`src/rtl/pre_if_stage.sv`:
```
// Pre-IF fetch controller: one outstanding instruction request on an SRAM-like
// bus, a one-entry instruction buffer toward IF, and branch-redirect squashing.
module pre_if_stage #(
  parameter logic [31:0] RESET_PC  = 32'h1c000000,
  parameter int          BR_BUS_WD = 33
) (
  input  logic                 clk,
  input  logic                 reset,
  input  logic [BR_BUS_WD-1:0] br_bus,
  input  logic                 fs_allowin,
  output logic                 pfs_to_fs_valid,
  output logic [63:0]          pfs_to_fs_bus,
  output logic                 inst_sram_req,
  output logic                 inst_sram_wr,
  output logic [1:0]           inst_sram_size,
  output logic [3:0]           inst_sram_wstrb,
  output logic [31:0]          inst_sram_addr,
  output logic [31:0]          inst_sram_wdata,
  input  logic                 inst_sram_addr_ok,
  input  logic                 inst_sram_data_ok,
  input  logic [31:0]          inst_sram_rdata
);

  typedef enum logic {S_REQ, S_WAIT} state_t;

  state_t      state_q, state_d;
  logic [31:0] fetch_pc_q, fetch_pc_d;
  logic [31:0] req_pc_q, req_pc_d;
  logic        cancel_q, cancel_d;
  logic        buf_valid_q, buf_valid_d;
  logic [31:0] buf_inst_q, buf_inst_d;
  logic [31:0] buf_pc_q, buf_pc_d;

  logic        br_taken;
  logic [31:0] br_target;
  logic        addr_hs;

  assign br_taken  = br_bus[BR_BUS_WD-1];
  assign br_target = br_bus[31:0];

  // Handshake protocol: a request is accepted on a cycle where req && addr_ok;
  // exactly one data_ok follows later. A request is only raised when the
  // buffer is empty or draining, so the response always has somewhere to land.
  assign inst_sram_req   = !reset && (state_q == S_REQ) && (!buf_valid_q || fs_allowin);
  assign addr_hs         = inst_sram_req && inst_sram_addr_ok;
  assign inst_sram_addr  = fetch_pc_q;
  assign inst_sram_wr    = 1'b0;
  assign inst_sram_size  = 2'b10;
  assign inst_sram_wstrb = 4'b0000;
  assign inst_sram_wdata = 32'h0;

  assign pfs_to_fs_valid = buf_valid_q;
  assign pfs_to_fs_bus   = {buf_inst_q, buf_pc_q};

  always_comb begin
    state_d     = state_q;
    fetch_pc_d  = fetch_pc_q;
    req_pc_d    = req_pc_q;
    cancel_d    = cancel_q;
    buf_valid_d = buf_valid_q;
    buf_inst_d  = buf_inst_q;
    buf_pc_d    = buf_pc_q;

    if (buf_valid_q && fs_allowin) buf_valid_d = 1'b0;

    case (state_q)
      S_REQ: begin
        if (addr_hs) begin
          req_pc_d = fetch_pc_q;
          state_d  = S_WAIT;
          cancel_d = br_taken;
        end
      end
      S_WAIT: begin
        if (inst_sram_data_ok) begin
          state_d  = S_REQ;
          cancel_d = 1'b0;
          // A response for a squashed fetch, or one racing a branch, is dropped.
          if (!cancel_q && !br_taken) begin
            buf_valid_d = 1'b1;
            buf_inst_d  = inst_sram_rdata;
            buf_pc_d    = req_pc_q;
            fetch_pc_d  = req_pc_q + 32'd4;
          end
        end else if (br_taken) begin
          cancel_d = 1'b1;
        end
      end
      default: state_d = S_REQ;
    endcase

    if (br_taken) begin
      fetch_pc_d  = br_target;
      buf_valid_d = 1'b0;
    end
  end

  always_ff @(posedge clk or posedge reset) begin
    if (reset) begin
      state_q     <= S_REQ;
      fetch_pc_q  <= RESET_PC;
      req_pc_q    <= 32'h0;
      cancel_q    <= 1'b0;
      buf_valid_q <= 1'b0;
      buf_inst_q  <= 32'h0;
      buf_pc_q    <= 32'h0;
    end else begin
      state_q     <= state_d;
      fetch_pc_q  <= fetch_pc_d;
      req_pc_q    <= req_pc_d;
      cancel_q    <= cancel_d;
      buf_valid_q <= buf_valid_d;
      buf_inst_q  <= buf_inst_d;
      buf_pc_q    <= buf_pc_d;
    end
  end

endmodule

```
`config.mk`:
```
export PLATFORM = sky130hd
export DESIGN_NAME = pre_if_stage
export DESIGN_NICKNAME = d
export VERILOG_FILES = /design/src/rtl/pre_if_stage.sv
export SDC_FILE = /design/constraint.sdc
export NUM_CORES = 1
export LEC_CHECK = 0
export ABC_CLOCK_PERIOD_IN_PS = 5100
export BUFFER_PORTS_ARGS = -buffer_cell sky130_fd_sc_hd__buf_2
export CAP_MARGIN = 15
export CORE_ASPECT_RATIO = 0.7
export CORE_MARGIN = 4
export CORE_UTILIZATION = 45
export DETAILED_ROUTE_END_ITERATION = 12
export HOLD_SLACK_MARGIN = 0.1
export PLACE_DENSITY = 0.76
export SLEW_MARGIN = 30
export SYNTH_ARGS = -nofsm -noshare
export SYNTH_HDL_FRONTEND = slang
export SYNTH_SLANG_ARGS = --single-unit
```
`constraint.sdc`:
```
create_clock -name clk -period 5.1 [get_ports clk]
set_input_delay 1.53 -clock clk [delete_from_list [all_inputs] [get_ports clk]]
set_output_delay 1.53 -clock clk [all_outputs]
set_load 0.05 [all_outputs]
```
After elaboration in Yosys (flattened, before gate mapping)
Index checks and enable logic that the tools add are counted.
- eq/ne operators: 2
- muxes and demuxes: 16
- reduce and logical (&&, ||, !) cells: 17
- bitwise operators: 1
- add/subtract/negate cells: 1
- operators with widths (cell ; number):
    $mux W32 ; 4
    $add A32 B3 Y32 const B ; 1
    $mux W1 ; 10
    $reduce_and A3 Y1 ; 2
    $reduce_bool A2 Y1 ; 3
    $logic_and A1 B1 Y1 ; 5
    $logic_not A1 Y1 ; 4
    $pmux W1 S2 ; 2
    $reduce_and A2 Y1 ; 2
    $ne A3 B3 Y1 const B ; 1
    $ne A2 B2 Y1 const B ; 1
    $logic_or A1 B1 Y1 ; 1
    $not A1 Y1 ; 1
- input port bits: 70
- flip-flop bits (word level): 131
- logic and storage cells: 44
- output and inout bits: 137

Depth between registers and ports, before layout
- depth in word-level cells: 6
- depth in mapped cells: 8
- depth with buffers taken out: 6

Worst setup path after synthesis
OpenSTA, ideal clock, no wires.
- path kind: in2out
- start: input reset
- end: output inst_sram_req
- required time: 3.570 ns
- path slack: 0.845 ns
- arrival: 2.725 ns
- stages: 1
- buffers on the path: 0
- cells stage by stage: nor3_1
- longest elaborated chain between the ends: 3
- RTL lines (element ; line ; text):
    start, declared ; 8 ; input logic reset,
    $logic_not A1 Y1 (no line) ; - ;
    $logic_and A1 B1 Y1 (2 in series) ; 44 ; assign inst_sram_req = !reset && (state_q == S_REQ) && (!buf_valid_q || fs_allowin);
    end, declared ; 13 ; output logic inst_sram_req,
No other way between the ends.

Worst setup path after layout
Same ends and word-level chain as after synthesis.

==> metrics <==
Slew @ Worst Pin=roughly 0.66 ns; first-pass GRT wire length=24.74 mm; setup TNS=0 ns; Syn Inst Count=633; Tmin final=3.818 ns; Multi-input gate area=between 2000 and 2500 um^2; gr ovfl total=0; Critical Path Sink Type=output port; Fmax=261.9 MHz; GR Layer Usage met2=0.2934; GPL Wtd Cong=between 0.7 and 0.8; Comb power frac=0.373; met3 global-route usage=0.04942; area grow syn2layout=24.50%; final worst clock skew=roughly 0.011 ns; Peak VDD IR=about 0.35 mV; unrepaired setup endpoints after global routing=no; critical path fanouts, max=3; Final HPWL DP=roughly 10 mm; internal power=2.671 mW; All-Layer GR Usage=0.1991; syn_area_per_cell=a little under 10 um^2; Post-CTS Resized=0; Initial Utilization=0.4606; met1 Use GR=0.2904; grt peak-use layer=met2; power density over the cells=around 630 nW/um^2; routed len/inst=approximately 16 um; number of setup buffers added after CTS=0; fillcell total=roughly 1,200; Vias=between 4,000 and 5,000; Final Cycle Share=0.7485; drt pass-1 iters=4; 1st-iter DRT viols=~280; DRC=0; outcome=complete, no violations; Post-Syn Area=around 6000 um^2; die extent in x=approximately 150 um; Clock power frac=0.284; commonest non-fill, non-tap cell in the layout=nand2_1; layout cells sized above 1=0.3106; CP Data Required Time=3.57 ns; CTS clock-pin slew for the worst setup and hold paths=roughly 0.060 ns; DIE AREA=approximately 15,000 um^2; Post-synth top flop=dfrtp_1; Routed Antenna Nets=0; hold-fix buffers at CTS=0; Via density=around 4.9; normalized max-slew margin=0.5613; clk_lat worst skew=about 0.41 ns; TritonCTS Buffers=17; Synth area leader=dfrtp_1; post-synthesis sequential area ratio=0.5387; largest net degree at the start of global routing=87; Max-Cap Viols=0; Yosys top cell area share=0.5258; Distinct cells, synth=46; part of the power in registers=0.343; port buffer count=about 170; Longest Clk Path Bufs=2; H-tree depth=4; I/O pin count=207; Synth Warn #=0; fin nets=around 860; EDFF count, synth=0; switching share of total power=0.4407; HP Class=reg2reg; final count of pins violating max slew=0; Sequential Area=between 3000 and 4000 um^2; initial antenna violation count=1; Sw Pwr=between 2 and 2.5 mW; Final Setup Violations=0; most frequent cells in the layout=nand2_1 (236), buf_2 (167), dfrtp_1 (128), conb_1 (39), mux2_2 (32); register bit total from synthesis=around 130; Critical Path Source Type=primary input; Core Box Area=roughly 13,000 um^2; placed cells=around 960; asr flop ratio synth=1.000; vias in the first global route=4,730; Pleak=just under 4 nW; final std cells w/o fill=about 1,000; total wire length=15.41 mm; CTS sink count=~130; critical path class=in2out; Die Y=~110 um; final hold violation count=0; synth top area cells=dfrtp_1 (53%), nand2_1 (15%), mux2_2 (5.9%); Rows=35; ANT cells=0; Root Driver=clkbuf_16; CTS tree=yes; data arrival time of the critical path=2.29 ns
-- power by group through the flow --
| stage | clock (mW) | combinational (mW) | sequential [mW] |
|---|---|---|---|
| after CTS | 1.37 | 1.79 | 1.64 |
| final | 1.35 | 1.78 | 1.64 |
| after global routing | 1.42 | 1.89 | 1.69 |
| after detailed placement | 0 | 1.79 | 1.64 |
| after global placement | 0 | 1.76 | 1.64 |
| after floorplan | 0 | 0.511 | 2.50 |
-- worst paths after layout --
path / startpoint / end / slack [ns] / cells past startpoint
setup / recovery: reset / inst_sram_req / 1.28 / 3
hold / removal: buf_inst_q[26] / buf_inst_q[26] / 0.46 / 2
setup reg to reg: req_pc_q[2] / inst_sram_addr[30] / 3.07 / 5
hold reg to reg: buf_inst_q[26] / buf_inst_q[26] / 0.46 / 2
max in group asynchronous: reset / req_pc_q[15] / 3.09 / 3
min in group asynchronous: reset / buf_pc_q[1] / 1.23 / 2
-- Yosys cell counts (2+ instances only) --
library cell	instances
a211oi_1	2
o211ai_1	2
and3_1	4
buf_1	4
clkbuf_8	3
and4_1	3
inv_1	7
nand2_1	236
xnor2_1	18
dfstp_2	3
or3_1	2
xor2_1	6
o31ai_1	2
buf_6	2
conb_1	2
nand3_1	11
mux2_2	32
nand4_1	4
nor3b_1	2
mux2i_1	7
buf_4	39
nor2_1	14
o221ai_1	14
clkbuf_1	21
dfrtp_1	128
or2_2	2
a21oi_1	7
nor4_4	2
nor3_1	13
and2_1	4
nor4_1	3
o21ai_0	20
-- per-layer routing --
layer  share of wire  up-vias
met4           0.014        2
met2            0.44      172
li1                -     2336
met3           0.072       22
met1            0.47     2345
met5         0.00078        -
-- cell families (layout without fill, tap and decap cells) --
logic type               after synthesis  after routing  synth area share
AO/OA/AOI/OAI                         53             53           0.05853
XOR/XNOR                              24             24           0.03450
adder cells (fa/ha/maj)                1              1          0.002053
buffers and inverters                 78            213           0.08051
flip-flops                           131            131            0.5387
multiplexers                          39             39           0.07065
other                                  2             39          0.001233
AND/OR/NAND/NOR                      305            305            0.2138
-- critical path, cell delays in order --
cell	delay, ns
buf_2	0.13
nor3_1	0.30
buf_2	0.33
-- state kept, by name (all words and copies together), names as in the netlist --
register	flops
buf_inst_q	32
inst_sram_addr	32
req_pc_q	32
pfs_to_fs_valid	1
buf_pc_q	32
state_q	1
cancel_q	1
-- per-stage QoR --
| step | utilization | area [um^2] | power (mW) | hold slack [ns] | worst slack, ns |
|---|---|---|---|---|---|
| after global routing | 0.5735 | 7585 | 5.002 | 0.4858 | 1.177 |
| after floorplan | - | 6231 | 3.008 | 0.4545 | 0.07727 |
| after CTS | 0.5718 | 7562 | 4.803 | 0.4714 | 1.284 |
| after detailed placement | 0.5224 | 6909 | 3.430 | 0.4571 | 1.291 |
| final | 0.5735 | 7585 | 4.775 | 0.4645 | 1.282 |
| after global placement | 0.5224 | 6909 | 3.403 | 0.4518 | 1.313 |
-- layout make-up --
cell class / instances / share of cell area
flip-flops and latches: 131 / 0.4327
multi-input cells: 461 / 0.3261
well taps: 185 / 0.03052
clock inverters: 15 / 0.03002
repair buffers: 174 / 0.1204
inverters: 7 / 0.004124
clock buffers: 17 / 0.05609
(Power assumes the default switching activity.)
